[src/rtl/udp_tx_framer.sv]
// ============================================================================
// Module   : udp_tx_framer
// Brief    : Transmit-side UDP stage: prepends the 8-byte UDP header and
//            forwards the user payload to the IPv4 transmitter.
// Revision : 1.0
// ============================================================================
`default_nettype none

module udp_tx_framer #(
    parameter logic [7:0] UDP_PROTOCOL = 8'h11
) (
    input  logic        clk,
    input  logic        reset,
    input  logic        udp_tx_start,
    input  logic [31:0] udp_tx_dst_ip_addr,
    input  logic [15:0] udp_tx_dst_port,
    input  logic [15:0] udp_tx_src_port,
    input  logic [15:0] udp_tx_data_length,
    input  logic [15:0] udp_tx_checksum,
    input  logic        udp_tx_data_out_valid,
    input  logic        udp_tx_data_out_last,
    input  logic [7:0]  udp_tx_data_out,
    output logic        udp_tx_data_out_ready,
    output logic [1:0]  udp_tx_result,
    output logic        ip_tx_start,
    output logic [7:0]  ip_tx_protocol,
    output logic [15:0] ip_tx_data_length,
    output logic [31:0] ip_tx_dst_ip_addr,
    output logic        ip_tx_data_out_valid,
    output logic        ip_tx_data_out_last,
    output logic [7:0]  ip_tx_data_out,
    input  logic        ip_tx_data_out_ready,
    input  logic [1:0]  ip_tx_result
);

    localparam logic [1:0] S_IDLE      = 2'd0;
    localparam logic [1:0] S_WAIT_IP   = 2'd1;
    localparam logic [1:0] S_SEND_HDR  = 2'd2;
    localparam logic [1:0] S_SEND_DATA = 2'd3;

    localparam logic [1:0] UDPTX_RESULT_NONE    = 2'd0;
    localparam logic [1:0] UDPTX_RESULT_SENDING = 2'd1;
    localparam logic [1:0] UDPTX_RESULT_ERR     = 2'd2;
    localparam logic [1:0] UDPTX_RESULT_SENT    = 2'd3;

    localparam logic [1:0] IPTX_RESULT_SENDING  = 2'd1;
    localparam logic [1:0] IPTX_RESULT_ERR      = 2'd2;

    localparam logic [15:0] MAX_DATA_LENGTH     = 16'd65527;

    logic [1:0]  r_state;
    logic [15:0] r_count;
    logic [1:0]  r_result;
    logic        r_start_d;
    logic        r_mismatch;
    logic [31:0] r_dst_ip;
    logic [15:0] r_dst_port;
    logic [15:0] r_src_port;
    logic [15:0] r_len;
    logic [15:0] r_ip_len;
    logic [15:0] r_cksum;

    logic        w_start_edge;
    logic        w_ip_start;
    logic        w_valid;
    logic        w_last;
    logic [7:0]  w_data;
    logic        w_uready;
    logic        w_xfer;
    logic        w_hdr_done;
    logic        w_bad_last;
    logic [7:0]  w_hdr_byte;

    assign w_start_edge = udp_tx_start && !r_start_d;
    assign w_hdr_done   = (r_count[2:0] == 3'd7);

    always_comb begin
        w_hdr_byte = 8'd0;
        case (r_count[2:0])
            3'd0:    w_hdr_byte = r_src_port[15:8];
            3'd1:    w_hdr_byte = r_src_port[7:0];
            3'd2:    w_hdr_byte = r_dst_port[15:8];
            3'd3:    w_hdr_byte = r_dst_port[7:0];
            3'd4:    w_hdr_byte = r_ip_len[15:8];
            3'd5:    w_hdr_byte = r_ip_len[7:0];
            3'd6:    w_hdr_byte = r_cksum[15:8];
            default: w_hdr_byte = r_cksum[7:0];
        endcase
    end

    // Header bytes come from the latched fields; payload is a straight pass-through.
    always_comb begin
        w_ip_start = 1'b0;
        w_valid    = 1'b0;
        w_last     = 1'b0;
        w_data     = 8'd0;
        w_uready   = 1'b0;
        case (r_state)
            S_SEND_HDR: begin
                w_ip_start = 1'b1;
                w_valid    = 1'b1;
                w_data     = w_hdr_byte;
                w_last     = w_hdr_done && (r_len == 16'd0);
            end
            S_SEND_DATA: begin
                w_ip_start = 1'b1;
                w_valid    = udp_tx_data_out_valid;
                w_data     = udp_tx_data_out;
                w_uready   = ip_tx_data_out_ready;
                w_last     = (r_count == (r_len - 16'd1));
            end
            default: begin
                w_ip_start = 1'b0;
            end
        endcase
    end

    assign w_xfer     = w_valid && ip_tx_data_out_ready;
    assign w_bad_last = (udp_tx_data_out_last != w_last);

    always_ff @(posedge clk) begin
        if (reset) begin
            r_state    <= S_IDLE;
            r_count    <= 16'd0;
            r_result   <= UDPTX_RESULT_NONE;
            r_start_d  <= 1'b0;
            r_mismatch <= 1'b0;
            r_dst_ip   <= 32'd0;
            r_dst_port <= 16'd0;
            r_src_port <= 16'd0;
            r_len      <= 16'd0;
            r_ip_len   <= 16'd0;
            r_cksum    <= 16'd0;
        end else begin
            r_start_d <= udp_tx_start;
            case (r_state)
                S_IDLE: begin
                    if (w_start_edge) begin
                        r_dst_ip   <= udp_tx_dst_ip_addr;
                        r_dst_port <= udp_tx_dst_port;
                        r_src_port <= udp_tx_src_port;
                        r_len      <= udp_tx_data_length;
                        r_ip_len   <= udp_tx_data_length + 16'd8;
                        r_cksum    <= udp_tx_checksum;
                        r_count    <= 16'd0;
                        r_mismatch <= 1'b0;
                        if (udp_tx_data_length > MAX_DATA_LENGTH) begin
                            r_result <= UDPTX_RESULT_ERR;
                        end else begin
                            r_result <= UDPTX_RESULT_SENDING;
                            r_state  <= (ip_tx_result == IPTX_RESULT_SENDING) ?
                                        S_WAIT_IP : S_SEND_HDR;
                        end
                    end
                end
                S_WAIT_IP: begin
                    if (ip_tx_result != IPTX_RESULT_SENDING) begin
                        r_state <= S_SEND_HDR;
                    end
                end
                S_SEND_HDR: begin
                    if (ip_tx_result == IPTX_RESULT_ERR) begin
                        r_state  <= S_IDLE;
                        r_result <= UDPTX_RESULT_ERR;
                    end else if (w_xfer) begin
                        if (w_hdr_done) begin
                            r_count <= 16'd0;
                            if (r_len == 16'd0) begin
                                r_state  <= S_IDLE;
                                r_result <= UDPTX_RESULT_SENT;
                            end else begin
                                r_state <= S_SEND_DATA;
                            end
                        end else begin
                            r_count <= r_count + 16'd1;
                        end
                    end
                end
                default: begin
                    // The frame always ends on the byte count; user last only flags errors.
                    if (ip_tx_result == IPTX_RESULT_ERR) begin
                        r_state  <= S_IDLE;
                        r_result <= UDPTX_RESULT_ERR;
                    end else if (w_xfer) begin
                        r_mismatch <= r_mismatch || w_bad_last;
                        if (w_last) begin
                            r_state  <= S_IDLE;
                            r_result <= (r_mismatch || w_bad_last) ?
                                        UDPTX_RESULT_ERR : UDPTX_RESULT_SENT;
                        end else begin
                            r_count <= r_count + 16'd1;
                        end
                    end
                end
            endcase
        end
    end

    assign udp_tx_data_out_ready = w_uready;
    assign udp_tx_result         = r_result;
    assign ip_tx_start           = w_ip_start;
    assign ip_tx_protocol        = UDP_PROTOCOL;
    assign ip_tx_data_length     = r_ip_len;
    assign ip_tx_dst_ip_addr     = r_dst_ip;
    assign ip_tx_data_out_valid  = w_valid;
    assign ip_tx_data_out_last   = w_last;
    assign ip_tx_data_out        = w_data;

endmodule

`default_nettype wire
[config.mk]
export PLATFORM = sky130hd
export DESIGN_NAME = udp_tx_framer
export DESIGN_NICKNAME = d
export VERILOG_FILES = /design/src/rtl/udp_tx_framer.sv
export SDC_FILE = /design/constraint.sdc
export NUM_CORES = 1
export LEC_CHECK = 0
export CORE_ASPECT_RATIO = 0.6
export CORE_MARGIN = 2
export CORE_UTILIZATION = 40
export CTS_BUF_LIST = sky130_fd_sc_hd__clkbuf_8
export CTS_CLUSTER_SIZE = 28
export DETAILED_ROUTE_END_ITERATION = 7
export HOLD_SLACK_MARGIN = 0.12
export MAX_ROUTING_LAYER = met4
export PLACE_DENSITY = 0.68
export REMOVE_ABC_BUFFERS = 1
export SYNTH_ARGS = -nofsm -noshare
export SYNTH_HDL_FRONTEND = slang
export SYNTH_SLANG_ARGS = --single-unit
[constraint.sdc]
create_clock -name clk -period 5 [get_ports clk]
set_input_delay 0.5 -clock clk [delete_from_list [all_inputs] [get_ports clk]]
set_output_delay 0.5 -clock clk [all_outputs]
set_load 0.02 [all_outputs]
# After elaboration in Yosys (flattened, before gate mapping)
# Cells that the tools add are included.
[word_totals] ff_bits=134 word_cells=103
[classes] addsub=3 magnitude_cmp=1 eq_ne=25 muxes=41 n_bitwise=2 reduce_logical=20
[op_table] cell="$mux 16" n=7
[op_table] cell="$pmux 8 s7" n=1
[op_table] cell="$pmux 16 s3" n=1
[op_table] cell="$mux 2" n=20
[op_table] cell="$reduce_and 7->1" n=3
[op_table] cell="$add 16x1->16 const B" n=1
[op_table] cell="$add 16x4->16 const B" n=1
[op_table] cell="$eq 16x16->1" n=1
[op_table] cell="$gt 16x16->1 const B" n=1
[op_table] cell="$logic_not 16->1" n=1
[op_table] cell="$pmux 8 s2" n=1
[op_table] cell="$sub 16x1->16 const B" n=1
[op_table] cell="$eq 3x3->1 const B" n=4
[op_table] cell="$pmux 2 s3" n=2
[op_table] cell="$ne 2x2->1 const B" n=5
[op_table] cell="$ne 3x3->1 const B" n=3
[op_table] cell="$reduce_bool 4->1" n=2
[op_table] cell="$eq 2x2->1 const B" n=3
[op_table] cell="$eq 3x2->1 const B" n=2
[op_table] cell="$mux 1" n=6
[op_table] cell="$pmux 1 s2" n=3
[op_table] cell="$reduce_bool 5->1" n=1
[op_table] cell="$eq 2x1->1 const B" n=2
[op_table] cell="$ne 2x1->1 const B" n=2
[op_table] cell="other kinds (14)" n=18

# Depth between registers and ports, before layout
# Gate-level depths: netlist of the first run.
[depth] word_depth=10 mapped_depth=11 ltp_nobuf=10

# Least setup slack after synthesis of the first run
# No wires, ideal clock.
[synth_path] path_kind="register -> output" start="reg r_len[0]" end="out ip_tx_data_out_last" arrival_time_ns=2.747 t_required_ns=4.500 path_slack_ns=1.753 path_stages_with_launch=9 path_buffers=0 cell_sequence="dfxtp_1 inv_1 ha_1 or3b_4 or4_1 a21boi_0 nand3_1 or4_1 o31ai_2"
[synth_between] elab_chain_len=3
[synth_rtl] element="from (decl)" line="59" rtl="logic [15:0] r_len;"
[synth_rtl] element="from (signal assigned)" line="142" rtl="r_len <= udp_tx_data_length;"
[synth_rtl] element="$sub 16x1->16 / $logic_not 16->1 (equally long branches)" line="110, 103"
[synth_rtl] element="$eq 16x16->1 / $logic_and 1x1->1 (equally long branches)" line="110, 103"
[synth_rtl] element="$pmux 1 s2 (*)" line="98" rtl="case (r_state)"
[synth_rtl] element="to (decl)" line="30" rtl="output logic ip_tx_data_out_last,"
# Mark *: on every way between the ends. The rest lies on a longest branch, timed or not.

# Worst setup path after layout of the first run
# Same ends and word-level chain as after synthesis.

==> impl_results.md, run 1 <==
- Status: finished, final reports clean
- Detailed Route WL: 20650 um
- Number of synthesized flops with an enable pin: 0
- Post-synthesis cell type count: 72
- Fin. Hold Viols: 0
- Yosys top cell by area: dfxtp_1
- Synth Cell Area: 0.006684 mm2
- Fillcell total: 1578
- Startpoint Class: flop
- DP HPWL: 14290 um
- Die Wd: 170.9 um
- Min Clock Period, post-route: 4.577 ns
- Starting DRT DRC Count: 514
- Worst Hold Class: reg2reg
- H-tree levels: 4
- PortBufs: 173
- Max-cap violations: 0
- CP Max Fanout: 7
- GRT Residual Overflow: 0
- Top cells by count, synth: nand2_1, dfxtp_1, a21oi_1
- Sequential element share of the synthesized area: 0.3924
- Critical path type: reg2out
- Unrepaired setup endpoints after global routing: false
- Post-CTS Setup Bufs: 0
- #FFs+latches synth: 131
- Post-route ant nets: 0
- Synth warn: 0
- I/O pins: 182
- Synth-to-layout area growth: 32.52%
- Vias in the first global route: 5836
- Setup Skew: 0.01596 ns
- Post-synth top area share: 0.3924
- Drt drc: 0
- Inserted Clock Buffers: 17
- Largest net degree at the start of global routing: 105
- Power Dens Cells: 424.8 mW/mm2
- CP endpoint kind: output pin
- First-pass GRT wire length: 32020 um
- Top cells by area, synth: dfxtp_1, nand2_1, a21oi_1
- Via count: 6358
- Worst hold margin: 0.4554 ns
- CTS clk-pin slew, worst paths: 0.09 ns
- Sum Neg Setup Slack: 0 ns
- Share of layout cells above drive strength 1: 0.07770
- Slew HR: 0.2603
- Final setup violation count: 0
- Worst-Margin Slew: 1.110 ns
- Post-route cell area: 0.008857 mm2
- Diode count: 0
- Fraction of the cycle the final worst path needs: 0.9155
- FP Rows: 36
- Worst vdd ir: 0.1834 mV
- RePlAce Congestion: 0.9353
- Syn Inst Count: 842
- # hold bufs at CTS: 0
- Top-count cell post-synth: nand2_1
- Max-slew violations: 0
- Syn_area_per_cell: 7.938 um2
- Async S/R FF share, synth: 0
- Initial Utilization: 0.4099
- Antenna violations before repair: 0
- Fmax: 0.2185 GHz
- CTS tree: yes
- Die Y-Extent: 104.1 um
- Worst Path Arrival: 4.08 ns
- Dpl cell area: 0.008441 mm2
- Clk root buf: clkbuf_8
- Total global-route track usage: 0.2364
- Die area: 0.01779 mm2
- Clk_lat worst skew: 0.44 ns
- Cell leakage power: 3.269 nW
- Vias per Instance: 5.216
- Drt first pass iters: 5
- Synth Flop Type: dfxtp_1
- Power, Total: 0.003763 W
- Core Region: 0.01631 mm2
- Num Clock Sinks: 131
- Nets@finish: 1105
- Clk buf depth: 2
- Crit path required time: 4.50 ns
- Post-cts sizing count: 0
- Avg WL per Cell: 16.94 um
==> where the power goes <==
part | leakage [nW] | internal (W) | switching (W)
clock network | 0.208 | 0.000519 | 0.000453
logic | 1.99 | 0.000598 | 0.000875
registers | 1.07 | 0.00120 | 0.000122
total | 3.27 | 0.00231 | 0.00145
==> metrics by stage <==
step | instances | utilization | worst slack, ns
floorplan | 781 | - | 0.7482
global placement | 1188 | 0.5176 | 1.013
detailed placement | 1188 | 0.5176 | 0.9514
CTS | 1219 | 0.5432 | 0.4631
global route | 1219 | 0.5432 | 0.3065
finish | 1219 | 0.5432 | 0.4225
==> path summary, 6_finish.rpt <==
path	end	slack [ns]	cells past startpoint	startpoint
min reg2reg	ip_tx_dst_ip_addr[0]	0.46	2	ip_tx_dst_ip_addr[0]
max	ip_tx_data_out_last	0.42	9	r_len[0]
min	ip_tx_dst_ip_addr[0]	0.46	2	ip_tx_dst_ip_addr[0]
max reg2reg	r_count[3]	1.40	10	r_len[0]
==> kinds of logic after synthesis <==
group                      Yosys count  synth area share
adders and majority gates           14           0.02621
muxes                               21           0.03388
other                                2          0.001124
DFF                                131            0.3924
xor gates and xnor gates            33           0.04324
AOI/OAI and AO/OA                  201            0.1902
buffers and inverters               79           0.05691
and+or+nand+nor                    361            0.2561
==> worst max-delay path, stage by stage (launching register included) <==
cell and delay (ns):
dfxtp_1 0.40, inv_1 0.11, ha_1 0.25, or3b_4 0.44, or4_1 0.44, a21boi_0 0.19
nand3_1 0.09, or4_1 0.59, o31ai_2 0.45, clkdlybuf4s50_1 0.69
==> area by class of cell <==
cell class	instances	area [um2]	area share
Multi-Input combinational cell	638	3714	0.4193
Sequential cell	131	2623	0.2961
Timing Repair Buffer	179	1774	0.2003
Tap cell	228	285.3	0.03221
Clock buffer	19	261.5	0.02952
Clock inverter	12	155.1	0.01752
Inverter	12	45.04	0.005085
==> cells in the final DEF, fill, tap and decap left out, types with 4 or more instances in the layout <==
cell type / instances
buf_4: 7
or4_1: 5
nand4_1: 6
nor3_1: 17
nand3_1: 9
and3_1: 5
a32o_1: 6
clkbuf_8: 19
a22oi_1: 6
xnor2_1: 18
or3_1: 5
a211oi_1: 13
nand2_1: 220
mux2i_1: 8
mux2_2: 13
and2_1: 4
a22o_1: 4
a222oi_1: 5
ha_1: 14
o21ai_0: 15
conb_1: 8
a21o_1: 6
inv_1: 11
nand2b_1: 6
clkdlybuf4s50_1: 172
nor2_1: 40
nor2b_1: 8
xor2_1: 15
a21oi_1: 110
dfxtp_1: 131
a221oi_1: 6
==> metal layers <==
layer,GRT usage,vias up,routed length [um]
met2,0.3062,216,7904
met4,0.05085,0,148
li1,-,3177,-
met5,-,-,0
met1,0.3651,2953,10910
met3,0.05365,12,1685
==> registers in the layout, indices dropped and copies added (netlist names), 13 cells and up <==
signal / flops
ip_tx_data_length: 13
ip_tx_dst_ip_addr: 32
r_cksum: 16
r_count: 16
r_dst_port: 16
r_len: 16
r_src_port: 16
Power figures use the tool's default switching activity.
==> run 2, diff against run 1 <==
- clock period: 5 -> 5.9 ns (I/O delays scaled with it)
==> run 2 against run 1 <==
  * Sequential share of layout area is 0.063 points higher
  * Register-to-register slack better by 0.94 ns
  * Critical path depth is 1 lower
  * Cell area is 0.21% lower
  * Cell count is 0.16% lower
  * Sequential cell count stayed put
==> impl_results.md, run 2 (synthesis results as in run 1) <==
- Starting DRT DRC Count: 607
- Fraction of the cycle the final worst path needs: 0.8599
- Die Y-Extent: 104.1 um
- Status: finished, final reports clean
- Nets@finish: 1103
- Synth-to-layout area growth: 32.24%
- Worst Hold Class: reg2reg
- M3 GR Usage: 0.05175
- Fin. Hold Viols: 0
- Commonest non-fill, non-tap cell in the layout: nand2_1
- Worst r2r src: r_len[0]
- Worst-Margin Slew: 1.097 ns
- Vias in the first global route: 5800
- Drt drc: 0
- Clk buf depth: 2
- Sw Share: 0.3843
- CP Max Fanout: 25
- Reg-to-reg endpoint: r_count[4]
- Max-cap violations: 0
- PortBufs: 173
- Finished Layout Cells: 1217
- Slew HR: 0.2676
- Critical path type: reg2out
- Most used routing layer: met1
- Startpoint Class: flop
- Most frequent cells in the layout: nand2_1, clkdlybuf4s50_1, dfxtp_1
- Post-route cell area: 0.008838 mm2
- Reg2Reg Setup Slack: 2.34 ns
- Drt first pass iters: 7
- I/O pins: 182
- Total global-route track usage: 0.2315
- Num Clock Sinks: 131
- Worst Path Arrival: 4.48 ns
- Switch Pwr: 0.001209 W
- RePlAce Congestion: 0.9179
- Internal Pwr Total: 0.001936 W
- Fmax: 0.1971 GHz
- Power Dens Cells: 355.8 mW/mm2
- Min Clock Period, post-route: 5.074 ns
- GR Layer Usage met2: 0.3010
- Fillcell total: 1573
- CP endpoint: ip_tx_data_out[4]
- Detailed Route WL: 20290 um
- Dpl cell area: 0.008426 mm2
- Met1 Use GR: 0.3558
- Post-route ant nets: 0
- Post-CTS Setup Bufs: 0
- CTS clk-pin slew, worst paths: 0.08 ns
- Inserted Clock Buffers: 17
- Post-cts sizing count: 0
- Initial Utilization: 0.4099
- Vias per Instance: 5.302
- Antenna violations before repair: 0
- Unrepaired setup endpoints after global routing: false
- First-pass GRT wire length: 31650 um
- GRT Residual Overflow: 0
- Cell count after placement: 1186
- Die Wd: 170.9 um
- CP endpoint kind: output pin
- DP HPWL: 14360 um
- R2R depth: 10
- Comb pwr share: 0.381
- H-tree levels: 4
- CTS tree: yes
- Share of layout cells above drive strength 1: 0.07583
- Crit path required time: 5.31 ns
- Avg WL per Cell: 16.67 um
- Largest net degree at the start of global routing: 99
- Critical path launch point: r_count[2]
- Worst vdd ir: 0.1519 mV
- FP Rows: 36
- Clock Power Share: 0.255
- Sum Neg Setup Slack: 0 ns
- Core Region: 0.01631 mm2
- Setup Skew: 0.01517 ns
- # hold bufs at CTS: 0
- Cell leakage power: 3.255 nW
- Final setup violation count: 0
- Max FFs per register: 32
- Die area: 0.01779 mm2
- Via count: 6453
- Diode count: 0
- Clk_lat worst skew: 0.43 ns
- Seq pwr share: 0.364
- Max-slew violations: 0
- Clk root buf: clkbuf_8
-- run 2: cell types whose count changed in the layout (fill, tap and decap cells not counted), sizes merged --
cell,delta
buf,-2
bufinv,-1
clkbuf,+2
clkinv,-1
-- run 2: worst min path at each step --
stage	startpoint	endpoint	slack, ns	depth (start not counted)
2_1_floorplan	r_cksum[10]	r_cksum[10]	0.43	2
3_3_place_gp	ip_tx_dst_ip_addr[16]	ip_tx_dst_ip_addr[16]	0.44	2
3_5_place_dp	r_src_port[2]	r_src_port[2]	0.45	2
4_1_cts	r_src_port[2]	r_src_port[2]	0.46	2
5_1_grt	ip_tx_dst_ip_addr[28]	ip_tx_dst_ip_addr[28]	0.47	2
6_report	ip_tx_dst_ip_addr[8]	ip_tx_dst_ip_addr[8]	0.46	2
-- run 2: area by class of cell --
| class | instances | area (um2) | share of cell area |
|---|---|---|---|
| Clock inverter | 10 | 123.9 | 0.01401 |
| Inverter | 12 | 45.04 | 0.005096 |
| Tap cell | 228 | 285.3 | 0.03228 |
| Timing Repair Buffer | 177 | 1759 | 0.1990 |
| Multi-Input combinational cell | 638 | 3714 | 0.4202 |
| Sequential cell | 131 | 2623 | 0.2967 |
| Clock buffer | 21 | 289.0 | 0.03270 |
-- run 2: power by group through the flow --
| stage | sequential [W] | combinational (W) | clock [W] |
|---|---|---|---|
| 2_1_floorplan | 0.00119 | 0.000684 | 0 |
| 3_3_place_gp | 0.00116 | 0.00118 | 0 |
| 3_5_place_dp | 0.00116 | 0.00119 | 0 |
| 4_1_cts | 0.00114 | 0.00119 | 0.000816 |
| 5_1_grt | 0.00116 | 0.00132 | 0.000860 |
| 6_report | 0.00114 | 0.00120 | 0.000803 |
-- run 2: per-stage QoR --
step                hold WS [ns]  setup WS (ns)  utilization  total power, W
floorplan                 0.4268          1.558            -        0.001877
global placement          0.4427          1.484       0.5167        0.002336
detailed placement        0.4452          1.360       0.5167        0.002347
CTS                       0.4550         0.8875       0.5421        0.003150
global route              0.4712         0.5171       0.5421        0.003339
finish                    0.4551         0.8264       0.5421        0.003145
-- run 2: worst max-delay path: stages, from the launching register on --
cell and delay, ns:
dfxtp_1 1.05, clkinv_1 0.61, ha_1 0.52, nor4_1 0.56
buf_4 0.27, a221oi_1 0.07, a21oi_1 0.25, a21o_1 0.13
clkdlybuf4s50_1 0.60
-- run 2: per-layer routing --
layer	share of wire	up-vias	wire length (um)
li1	-	3167	-
met1	0.52	3041	10570
met2	0.39	230	7894
met3	0.081	15	1639
met4	0.0094	0	191
met5	0	-	0
==> run 3, diff against run 2 <==
- CORE_MARGIN: 2 -> 8
- SLEW_MARGIN: default -> 10
==> run 3 against run 2 <==
  * Global-route usage fell by 2.3 points
  * Cell area rose by 0.14%
  * Combinational power is 4% higher
  * First-iteration DRC count is 4.3% higher
  * Critical path type unchanged
==> impl_results.md, run 3 (synthesis results as in run 1) <==
- Max-slew violations: 0
- Die Y-Extent: 116.1 um
- Worst Hold Class: reg2reg
- Most frequent cells in the layout: nand2_1, clkdlybuf4s50_1, dfxtp_1
- Fmax: 0.2168 GHz
- Slew HR: 0.3278
- Total global-route track usage: 0.2085
- Drt first pass iters: 5
- Worst-Margin Slew: 1.008 ns
- H-tree levels: 4
- Min Clock Period, post-route: 4.612 ns
- Post-cts sizing count: 0
- CP endpoint kind: output pin
- Post-route ant nets: 0
- Inserted Clock Buffers: 17
- Die Wd: 182.9 um
- Unrepaired setup endpoints after global routing: false
- Cell breakdown of the critical path: inv_1 -> ha_1 -> or3b_4 -> or4_1 -> a21boi_0 -> nand3_1 -> or4_1 -> o31ai_2 -> clkdlybuf4s50_1
- Avg WL per Cell: 17.71 um
- Final setup violation count: 0
- Internal Pwr Total: 0.001912 W
- Setup Skew: 0.009573 ns
- Fraction of the cycle the final worst path needs: 0.7817
- Vias per Instance: 5.231
- Worst Hold Depth: 2
- Fin. Hold Viols: 0
- Sw Share: 0.3934
- Diode count: 0
- Commonest non-fill, non-tap cell in the layout: nand2_1
- Cell count after placement: 1189
- Comb pwr share: 0.397
- Worst Path Arrival: 4.02 ns
- Worst vdd ir: 0.1437 mV
- Critical path launch point: r_len[0]
- R2R depth: 10
- Status: finished, final reports clean
- Hold Startpoint: ip_tx_dst_ip_addr[24]
- CTS tree: yes
- Pre-CTS WS: 1.790 ns
- Finished Layout Cells: 1221
- CTS clk-pin slew, worst paths: 0.08 ns
- I/O pins: 182
- Post-CTS Setup Bufs: 0
- GRT Residual Overflow: 0
- Crit-path max cell delay: 0.68 ns
- Synth-to-layout area growth: 32.42%
- Worst r2r src: r_len[0]
- Max FFs per register: 32
- Crit-path most repeated cell: or4_1
- Largest net degree at the start of global routing: 102
- PortBufs: 173
- Post-layout util: 0.5428
- Startpoint Class: flop
- Clk buf depth: 2
- CP Max Fanout: 7
- Final worst slack: 1.288 ns
- Nets@finish: 1106
- Antenna violations before repair: 0
- First-pass GRT wire length: 33880 um
- Power Dens Cells: 356.1 mW/mm2
- RePlAce Congestion: 0.8852
- Starting DRT DRC Count: 633
- Drt drc: 0
- FP Rows: 36
- Via count: 6387
- Core Region: 0.01631 mm2
- Detailed Route WL: 21620 um
- Reg area: 0.002623 mm2
- # hold bufs at CTS: 0
- Num Clock Sinks: 131
- Dpl cell area: 0.008448 mm2
- Post-route cell area: 0.008851 mm2
- Vias in the first global route: 6057
- Multi-input gate area: 0.003714 mm2
- Seq pwr share: 0.354
- Clock Power Share: 0.250
- Crit path required time: 5.31 ns
- Fillcell total: 1573
- Clk_lat worst skew: 0.45 ns
- Initial Utilization: 0.4099
- Cell leakage power: 3.258 nW
- Share of layout cells above drive strength 1: 0.07855
- Critical path type: reg2out
- Switch Pwr: 0.001240 W
- Reg2Reg Setup Slack: 2.36 ns
- Clk root buf: clkbuf_8
- Worst path slowest cell: clkdlybuf4s50_1
- Die area: 0.02124 mm2
- Max-cap violations: 0
- DP HPWL: 15470 um
- Sum Neg Setup Slack: 0 ns
## run 3: changes by cell type in the layout (fill, tap and decap cells not counted)
cell,change
clkbuf_8,-3
clkinv_4,+1
clkinvlp_4,+2
inv_1,+1
inv_6,+1
clkinv_2,-1
buf_4,+3
## run 3: layout make-up
type / instances / share of cell area
clock buffer: 18 / 0.02799
clock inverter: 14 / 0.01753
inverter: 12 / 0.005089
multi-input combinational: 638 / 0.4196
sequential: 131 / 0.2963
tap: 228 / 0.03223
timing repair buffer: 180 / 0.2013
## run 3: worst paths after layout
check,to
setup / recovery,ip_tx_data_out_last
hold / removal,ip_tx_dst_ip_addr[24]
setup reg to reg,r_count[6]
hold reg to reg,ip_tx_dst_ip_addr[24]
## run 3: stage by stage
stage,total power [W],hold WS (ns)
final,0.003152,0.4543
after global routing,0.003342,0.4763
after CTS,0.003169,0.4569
after detailed placement,0.002376,0.4464
after global placement,0.002371,0.4390
after floorplan,0.001877,0.4268
## run 3: worst max-delay path: cells and delay by family (launching register included)
family / cells / cell delay, ns
adder cells (fa/ha/maj): 1 / 0.24
buffers and inverters: 2 / 0.79
AO/OA/AOI/OAI: 2 / 0.62
flip-flops: 1 / 0.39
AND/OR/NAND/NOR: 4 / 1.53
## run 3: metal layers
layer  up-vias  track usage  part of all wire
li1       3189            -                 -
met1      2955       0.3073              0.53
met2       224       0.2727              0.38
met3        19      0.04753             0.085
met4         0      0.06257             0.013
met5         -            -                 0
## run 3: power by group through the flow
stage | combinational (W) | clock [W] | sequential, W
5_1_grt | 0.00136 | 0.000845 | 0.00113
4_1_cts | 0.00125 | 0.000807 | 0.00111
2_1_floorplan | 0.000684 | 0 | 0.00119
3_5_place_dp | 0.00124 | 0 | 0.00113
6_report | 0.00125 | 0.000787 | 0.00111
3_3_place_gp | 0.00124 | 0 | 0.00113
